**src/rtl/isp_boot_controller_pkg.sv**
```systemverilog
// Shared definitions for the ISP boot controller: FSM state encoding and
// the default reset-hold length.
package isp_boot_controller_pkg;

  typedef enum logic [2:0] {
    ST_IDLE  = 3'd0,
    ST_HOLD  = 3'd1,
    ST_LOAD  = 3'd2,
    ST_DRAIN = 3'd3,
    ST_START = 3'd4,
    ST_RUN   = 3'd5
  } boot_state_e;

  // Cycles the core is held in reset before the image stream is accepted.
  localparam int DEFAULT_RESET_CYCLES = 4;

endpackage

```
**src/rtl/isp_boot_controller.sv**
```systemverilog
// ISP boot controller: holds the core in reset, streams an image into the
// core's ISP port one word per handshake, then releases reset and pulses
// core_start at the requested entry address. Every output is a flop.
module isp_boot_controller
  import isp_boot_controller_pkg::*;
#(
  parameter int DATA_WIDTH   = 32,
  parameter int ADDRESS_BITS = 12,
  parameter int RESET_CYCLES = DEFAULT_RESET_CYCLES
) (
  input  logic                    clock,
  input  logic                    reset,
  input  logic                    boot_req,
  input  logic [ADDRESS_BITS-1:0] boot_base,
  input  logic [ADDRESS_BITS:0]   boot_count,
  input  logic [ADDRESS_BITS-1:0] boot_entry,
  input  logic                    abort,
  input  logic                    word_valid,
  input  logic [DATA_WIDTH-1:0]   word_data,
  output logic                    word_ready,
  output logic [ADDRESS_BITS-1:0] isp_address,
  output logic [DATA_WIDTH-1:0]   isp_data,
  output logic                    isp_write,
  output logic                    core_reset,
  output logic                    core_start,
  output logic [ADDRESS_BITS-1:0] prog_address,
  output logic                    busy,
  output logic                    done,
  output logic                    error
);

  localparam int HOLD_W = (RESET_CYCLES > 1) ? $clog2(RESET_CYCLES) : 1;
  localparam logic [HOLD_W-1:0] HOLD_LAST = HOLD_W'(RESET_CYCLES - 1);
  // One past the last ISP address; a request may end exactly here.
  localparam logic [ADDRESS_BITS+1:0] ADDR_SPAN = {2'b01, {ADDRESS_BITS{1'b0}}};

  // Boot parameters captured with an accepted request.
  typedef struct packed {
    logic [ADDRESS_BITS-1:0] base;
    logic [ADDRESS_BITS:0]   count;
    logic [ADDRESS_BITS-1:0] entry;
  } boot_req_t;

  boot_state_e             state_q, state_d;
  boot_req_t               req_q, req_d;
  logic [HOLD_W-1:0]       hold_cnt_q, hold_cnt_d;
  logic [ADDRESS_BITS:0]   word_cnt_q, word_cnt_d;
  logic                    word_ready_q, word_ready_d;
  logic [ADDRESS_BITS-1:0] isp_address_q, isp_address_d;
  logic [DATA_WIDTH-1:0]   isp_data_q, isp_data_d;
  logic                    isp_write_q, isp_write_d;
  logic                    core_reset_q, core_reset_d;
  logic                    core_start_q, core_start_d;
  logic [ADDRESS_BITS-1:0] prog_address_q, prog_address_d;
  logic                    busy_q, busy_d;
  logic                    done_q, done_d;
  logic                    error_q, error_d;

  logic [ADDRESS_BITS+1:0] req_end;
  logic                    req_fits;
  logic                    handshake;
  logic                    last_word;

  assign req_end   = {2'b00, boot_base} + {1'b0, boot_count};
  assign req_fits  = (req_end <= ADDR_SPAN);
  // word_ready_q is only ever high while in LOAD.
  assign handshake = word_valid & word_ready_q;
  assign last_word = ((word_cnt_q + (ADDRESS_BITS+1)'(1)) == req_q.count);

  // Next-state and next-output computation for the whole boot sequence.
  always_comb begin
    state_d        = state_q;
    req_d          = req_q;
    hold_cnt_d     = hold_cnt_q;
    word_cnt_d     = word_cnt_q;
    word_ready_d   = word_ready_q;
    isp_address_d  = isp_address_q;
    isp_data_d     = isp_data_q;
    isp_write_d    = 1'b0;
    core_reset_d   = core_reset_q;
    core_start_d   = 1'b0;
    prog_address_d = prog_address_q;
    busy_d         = busy_q;
    done_d         = done_q;
    error_d        = error_q;

    unique case (state_q)
      // RUN behaves like IDLE towards new requests.
      ST_IDLE, ST_RUN: begin
        if (boot_req) begin
          if (req_fits) begin
            state_d      = ST_HOLD;
            req_d.base   = boot_base;
            req_d.count  = boot_count;
            req_d.entry  = boot_entry;
            hold_cnt_d   = '0;
            word_cnt_d   = '0;
            core_reset_d = 1'b1;
            busy_d       = 1'b1;
            done_d       = 1'b0;
            error_d      = 1'b0;
          end else begin
            error_d = 1'b1;
          end
        end
      end

      ST_HOLD: begin
        if (!abort) begin
          if (hold_cnt_q == HOLD_LAST) begin
            hold_cnt_d = '0;
            if (req_q.count == '0) begin
              state_d = ST_DRAIN;
            end else begin
              state_d      = ST_LOAD;
              word_ready_d = 1'b1;
            end
          end else begin
            hold_cnt_d = hold_cnt_q + HOLD_W'(1);
          end
        end
      end

      ST_LOAD: begin
        if (!abort && handshake) begin
          isp_write_d   = 1'b1;
          isp_data_d    = word_data;
          isp_address_d = req_q.base + word_cnt_q[ADDRESS_BITS-1:0];
          word_cnt_d    = word_cnt_q + (ADDRESS_BITS+1)'(1);
          if (last_word) begin
            state_d      = ST_DRAIN;
            word_ready_d = 1'b0;
          end
        end
      end

      // Final ISP write is on the port this cycle; release reset after it.
      ST_DRAIN: begin
        if (!abort) begin
          state_d        = ST_START;
          core_reset_d   = 1'b0;
          core_start_d   = 1'b1;
          prog_address_d = req_q.entry;
        end
      end

      ST_START: begin
        state_d = ST_RUN;
        busy_d  = 1'b0;
        done_d  = 1'b1;
      end

      default: begin
        state_d = ST_IDLE;
      end
    endcase

    // Abort while the core is still in reset: back to IDLE, drop any write.
    if (abort && (state_q == ST_HOLD || state_q == ST_LOAD || state_q == ST_DRAIN)) begin
      state_d      = ST_IDLE;
      core_reset_d = 1'b1;
      word_ready_d = 1'b0;
      busy_d       = 1'b0;
      error_d      = 1'b1;
      isp_write_d  = 1'b0;
      word_cnt_d   = word_cnt_q;
      isp_data_d   = isp_data_q;
      isp_address_d = isp_address_q;
    end
  end

  // State and registered outputs; reset keeps the core in reset.
  always_ff @(posedge clock) begin
    if (reset) begin
      state_q        <= ST_IDLE;
      req_q          <= '0;
      hold_cnt_q     <= '0;
      word_cnt_q     <= '0;
      word_ready_q   <= 1'b0;
      isp_address_q  <= '0;
      isp_data_q     <= '0;
      isp_write_q    <= 1'b0;
      core_reset_q   <= 1'b1;
      core_start_q   <= 1'b0;
      prog_address_q <= '0;
      busy_q         <= 1'b0;
      done_q         <= 1'b0;
      error_q        <= 1'b0;
    end else begin
      state_q        <= state_d;
      req_q          <= req_d;
      hold_cnt_q     <= hold_cnt_d;
      word_cnt_q     <= word_cnt_d;
      word_ready_q   <= word_ready_d;
      isp_address_q  <= isp_address_d;
      isp_data_q     <= isp_data_d;
      isp_write_q    <= isp_write_d;
      core_reset_q   <= core_reset_d;
      core_start_q   <= core_start_d;
      prog_address_q <= prog_address_d;
      busy_q         <= busy_d;
      done_q         <= done_d;
      error_q        <= error_d;
    end
  end

  assign word_ready   = word_ready_q;
  assign isp_address  = isp_address_q;
  assign isp_data     = isp_data_q;
  assign isp_write    = isp_write_q;
  assign core_reset   = core_reset_q;
  assign core_start   = core_start_q;
  assign prog_address = prog_address_q;
  assign busy         = busy_q;
  assign done         = done_q;
  assign error        = error_q;

endmodule

```
**config.mk**
```make
export PLATFORM = sky130hd
export DESIGN_NAME = isp_boot_controller
export DESIGN_NICKNAME = d
export VERILOG_FILES = /design/src/rtl/isp_boot_controller_pkg.sv /design/src/rtl/isp_boot_controller.sv
export SDC_FILE = /design/constraint.sdc
export NUM_CORES = 1
export LEC_CHECK = 0
export ABC_AREA = 1
export ABC_CLOCK_PERIOD_IN_PS = 2700
export CORE_MARGIN = 5
export CORE_UTILIZATION = 50
export DETAILED_ROUTE_END_ITERATION = 8
export GPL_TIMING_DRIVEN = 1
export HOLD_SLACK_MARGIN = 0.06
export PLACE_DENSITY = 0.79
export SYNTH_ARGS = -nofsm -noshare
export SYNTH_HDL_FRONTEND = slang
export SYNTH_SLANG_ARGS = --single-unit
```
**constraint.sdc**
```tcl
create_clock -name clock -period 2.7 [get_ports clock]
set_input_delay 0.27 -clock clock [delete_from_list [all_inputs] [get_ports clock]]
set_output_delay 0.27 -clock clock [all_outputs]
set_load 0.1 [all_outputs]
```
==> flow_summary.ini <==
[clocking]
cts.sinks = 118
cts_made_buffers = 17
max-clock-path-buffers = 2
clockRootBuffer = clkbuf_16
clk_latency_ns = 0.42
post_cts_buffers = 0
tritoncts = built
clk_pin_slew_ns = 0.06
htree_num_levels = 4

[synth]
synth-seq-area-share_pct = 38.0
syn_nets = 1005
synth.ff_latch_count = 118
postSynthCellCount = 904
synth_cell_types = 33
synth_top_area_share_pct = 38.0
syn-mean-instance-area_sq_um = 6.88
async_flop_share_pct = 0
synth_area_sq_um = 6220
ys_top_cells_by_area = dfxtp_1 38%, nand2_1 10%, nor2_1 8.4%
synth_area_leader_cell = dfxtp_1
ys_warn_count = 0
synth_flop_cell = dfxtp_1
synth_edf_count = 0

[setup_path]
critical_path.top_delay_family = simple AND/OR/NAND/NOR gates
crit_path_cell_trace = clkdlybuf4s50_1 -> fa_1 -> nand3_1 -> nand2_1 -> nand2_1 -> nand2_1 -> nand2_1 -> nand2_1 -> nand2_1 -> nand2_1 -> nor2_1 -> nand3_2 -> nand2_4 -> nand2_8 -> buf_12 -> o21ai_0 -> a21oi_1
crit_buf_inv = 2
cp_slowest_cell = fa_1
reg2reg_depth = 15
end_kind = flip-flop
path_class = primary input to flip-flop
cp_data_required_time_ns = 3.00
max_stage_delay_ns = 0.50
critPathMaxFanout = 12
path_common_cell = nand2_1
cp-start-kind = primary input
cp.arrival_ns = 2.82
cp.depth = 17

[timing]
fmax_mhz = 397
finClkSkew_ns = 0.0177
min_period_ns = 2.52
finalHoldViolCount = 0
setup_viol = 0
fin_crit_sh_pct = 93.2
tightest_slew_ns = 0.694
relSlewSlack_pct = 53.7
slew_violations = 0

[floorplanning]
start_util_pct = 51.4
dieHeight_um = 122
die_w_um = 122
std_cell_rows = 40
design.core.area_sq_um = 12100
ioPinCount = 137
die-area_sq_um = 14800

[placement]
place_congestion = 0.916
dp_hpwl_um = 12900
port_buffers = 136

[global_routing]
grt.overflow.total = 0
grt_usage_pct = 24.1
grt_first_pass_wirelength_um = 29100
grt_antenna_before_repair = 0
grt_pass1_vias = 6175
grt_start_max_net_pins = 77

[status]
status = completed

[cells_and_area]
antennaDiodeCount = 0
final_util_pct = 70.5
nets = 1168
syn_to_final_growth_pct = 37.2
drive_gt1_share_pct = 15.6
mostFrequentLayoutCells = 171 x nand2_1, 138 x nor2_1, 118 x dfxtp_1, 103 x buf_4, 89 x inv_1
layout_commonest_cell = nand2_1

[detailed_routing]
drt-initial-drc-count = 478
antenna_left = 0
wl_um = 18100
drt-wirelength-per-cell_um = 14.5
avgViaCountPerCell = 5.15
drc_errors = 0
drt-pass1-iter-count = 5
vias = 6431

[power_and_ir_drop]
p_int_mw = 4.11
powerDensity_nw_per_um2 = 757
vdd_ir_drop_max_uv = 599
switching_share_pct = 36.3
net-switching-power_mw = 2.35
power_frac_comb_pct = 31.2
p_leak_nw = 3.98
power_mw = 6.46
pwr-share-seq_pct = 32.3
pwr-share-clk_pct = 36.6

[worst_hold_path]
holdPathStages = 4
hp-class = primary input to flip-flop

[job]
cap_violations = 0
-- final cells by class --
type / count / area (sq um)
clock buffers: 18 / 429
clock inverters: 14 / 189
fillers: 1019 / 3580
inverters: 92 / 345
multi-input cells: 655 / 3370
flip-flops and latches: 118 / 2360
well taps: 168 / 210
repair buffers: 183 / 1630
-- Yosys cell counts (4+ instances only) --
library cell	count
ha_1	25
nand2_1	172
buf_6	4
xor2_1	12
a21oi_1	85
nor3_1	7
buf_2	8
xnor2_1	6
dfxtp_1	118
o21ai_0	82
nor2_1	140
inv_1	90
clkbuf_1	23
nand4_1	16
nand3_1	78
nand2_2	7
-- state kept, by name, summed over array words and instances (netlist names), 2 cells and up --
name          count
state_q           3
hold_cnt_q        2
isp_address      12
isp_data         32
word_cnt_q       13
req_q            37
prog_address     12
-- tightest hold or removal path, cell delays in order --
cell and delay [ns]:
dlymetal6s2s_1 0.13, buf_4 0.14, nand3_1 0.07, a21oi_1 0.06
-- metrics by stage --
step | area [sq um] | setup slack [ns] | std cells | hold WS (ns) | TNS [ns]
finish | 8540 | 0.183 | 1248 | 0.310 | 0
detailed placement | 7800 | -0.363 | 1213 | 0.446 | -16.42
CTS | 8410 | 0.0370 | 1245 | 0.422 | 0
floorplan | 6220 | 0.309 | 904 | 0.405 | 0
global placement | 7800 | -0.289 | 1213 | 0.443 | -13.86
global route | 8540 | -0.0196 | 1248 | 0.324 | -0.0196
-- cells by family (layout without fill, tap and decap cells) --
kind of cell | after synthesis | in the layout | synth area share (%)
and+or+nand+nor | 435 | 435 | 29.9
AOI/OAI and AO/OA | 172 | 172 | 14.1
buffers and inverters | 131 | 307 | 8.75
DFF | 118 | 118 | 38.0
adders and majority gates | 27 | 27 | 5.67
xor gates and xnor gates | 21 | 21 | 3.62
-- power by group through the flow --
stage	Sequential, mW	Combinational (mW)	Clock [mW]
6_report	2.08	2.02	2.36
5_1_grt	2.10	2.23	2.47
4_1_cts	2.08	1.92	2.39
3_5_place_dp	2.11	1.90	0
3_3_place_gp	2.11	1.88	0
2_1_floorplan	2.38	1.10	0
-- per-layer routing --
metal  vias up  track usage [%]  wire [um]
met5         -                0          0
met4         0             7.91        356
met3        37             6.73       1420
met2       210             40.3       8680
met1      2899             30.2       7650
li1       3285                -          -
-- worst paths after layout --
check	startpoint	end	slack (ns)
min reg2reg	req_q[9]	req_q[9]	0.46
max reg2reg	word_cnt_q[0]	isp_address[10]	0.24
min	boot_base[0]	req_q[25]	0.31
max	boot_base[1]	req_q[14]	0.18
-- timing repair --
action,4_1_cts,5_1_grt
hold buffers,0,0
endpoints found under the setup margin,0,48
endpoints found under the hold margin,0,0
gates resized for setup,0,25
No activity file was read; power rests on OpenSTA's default activity.
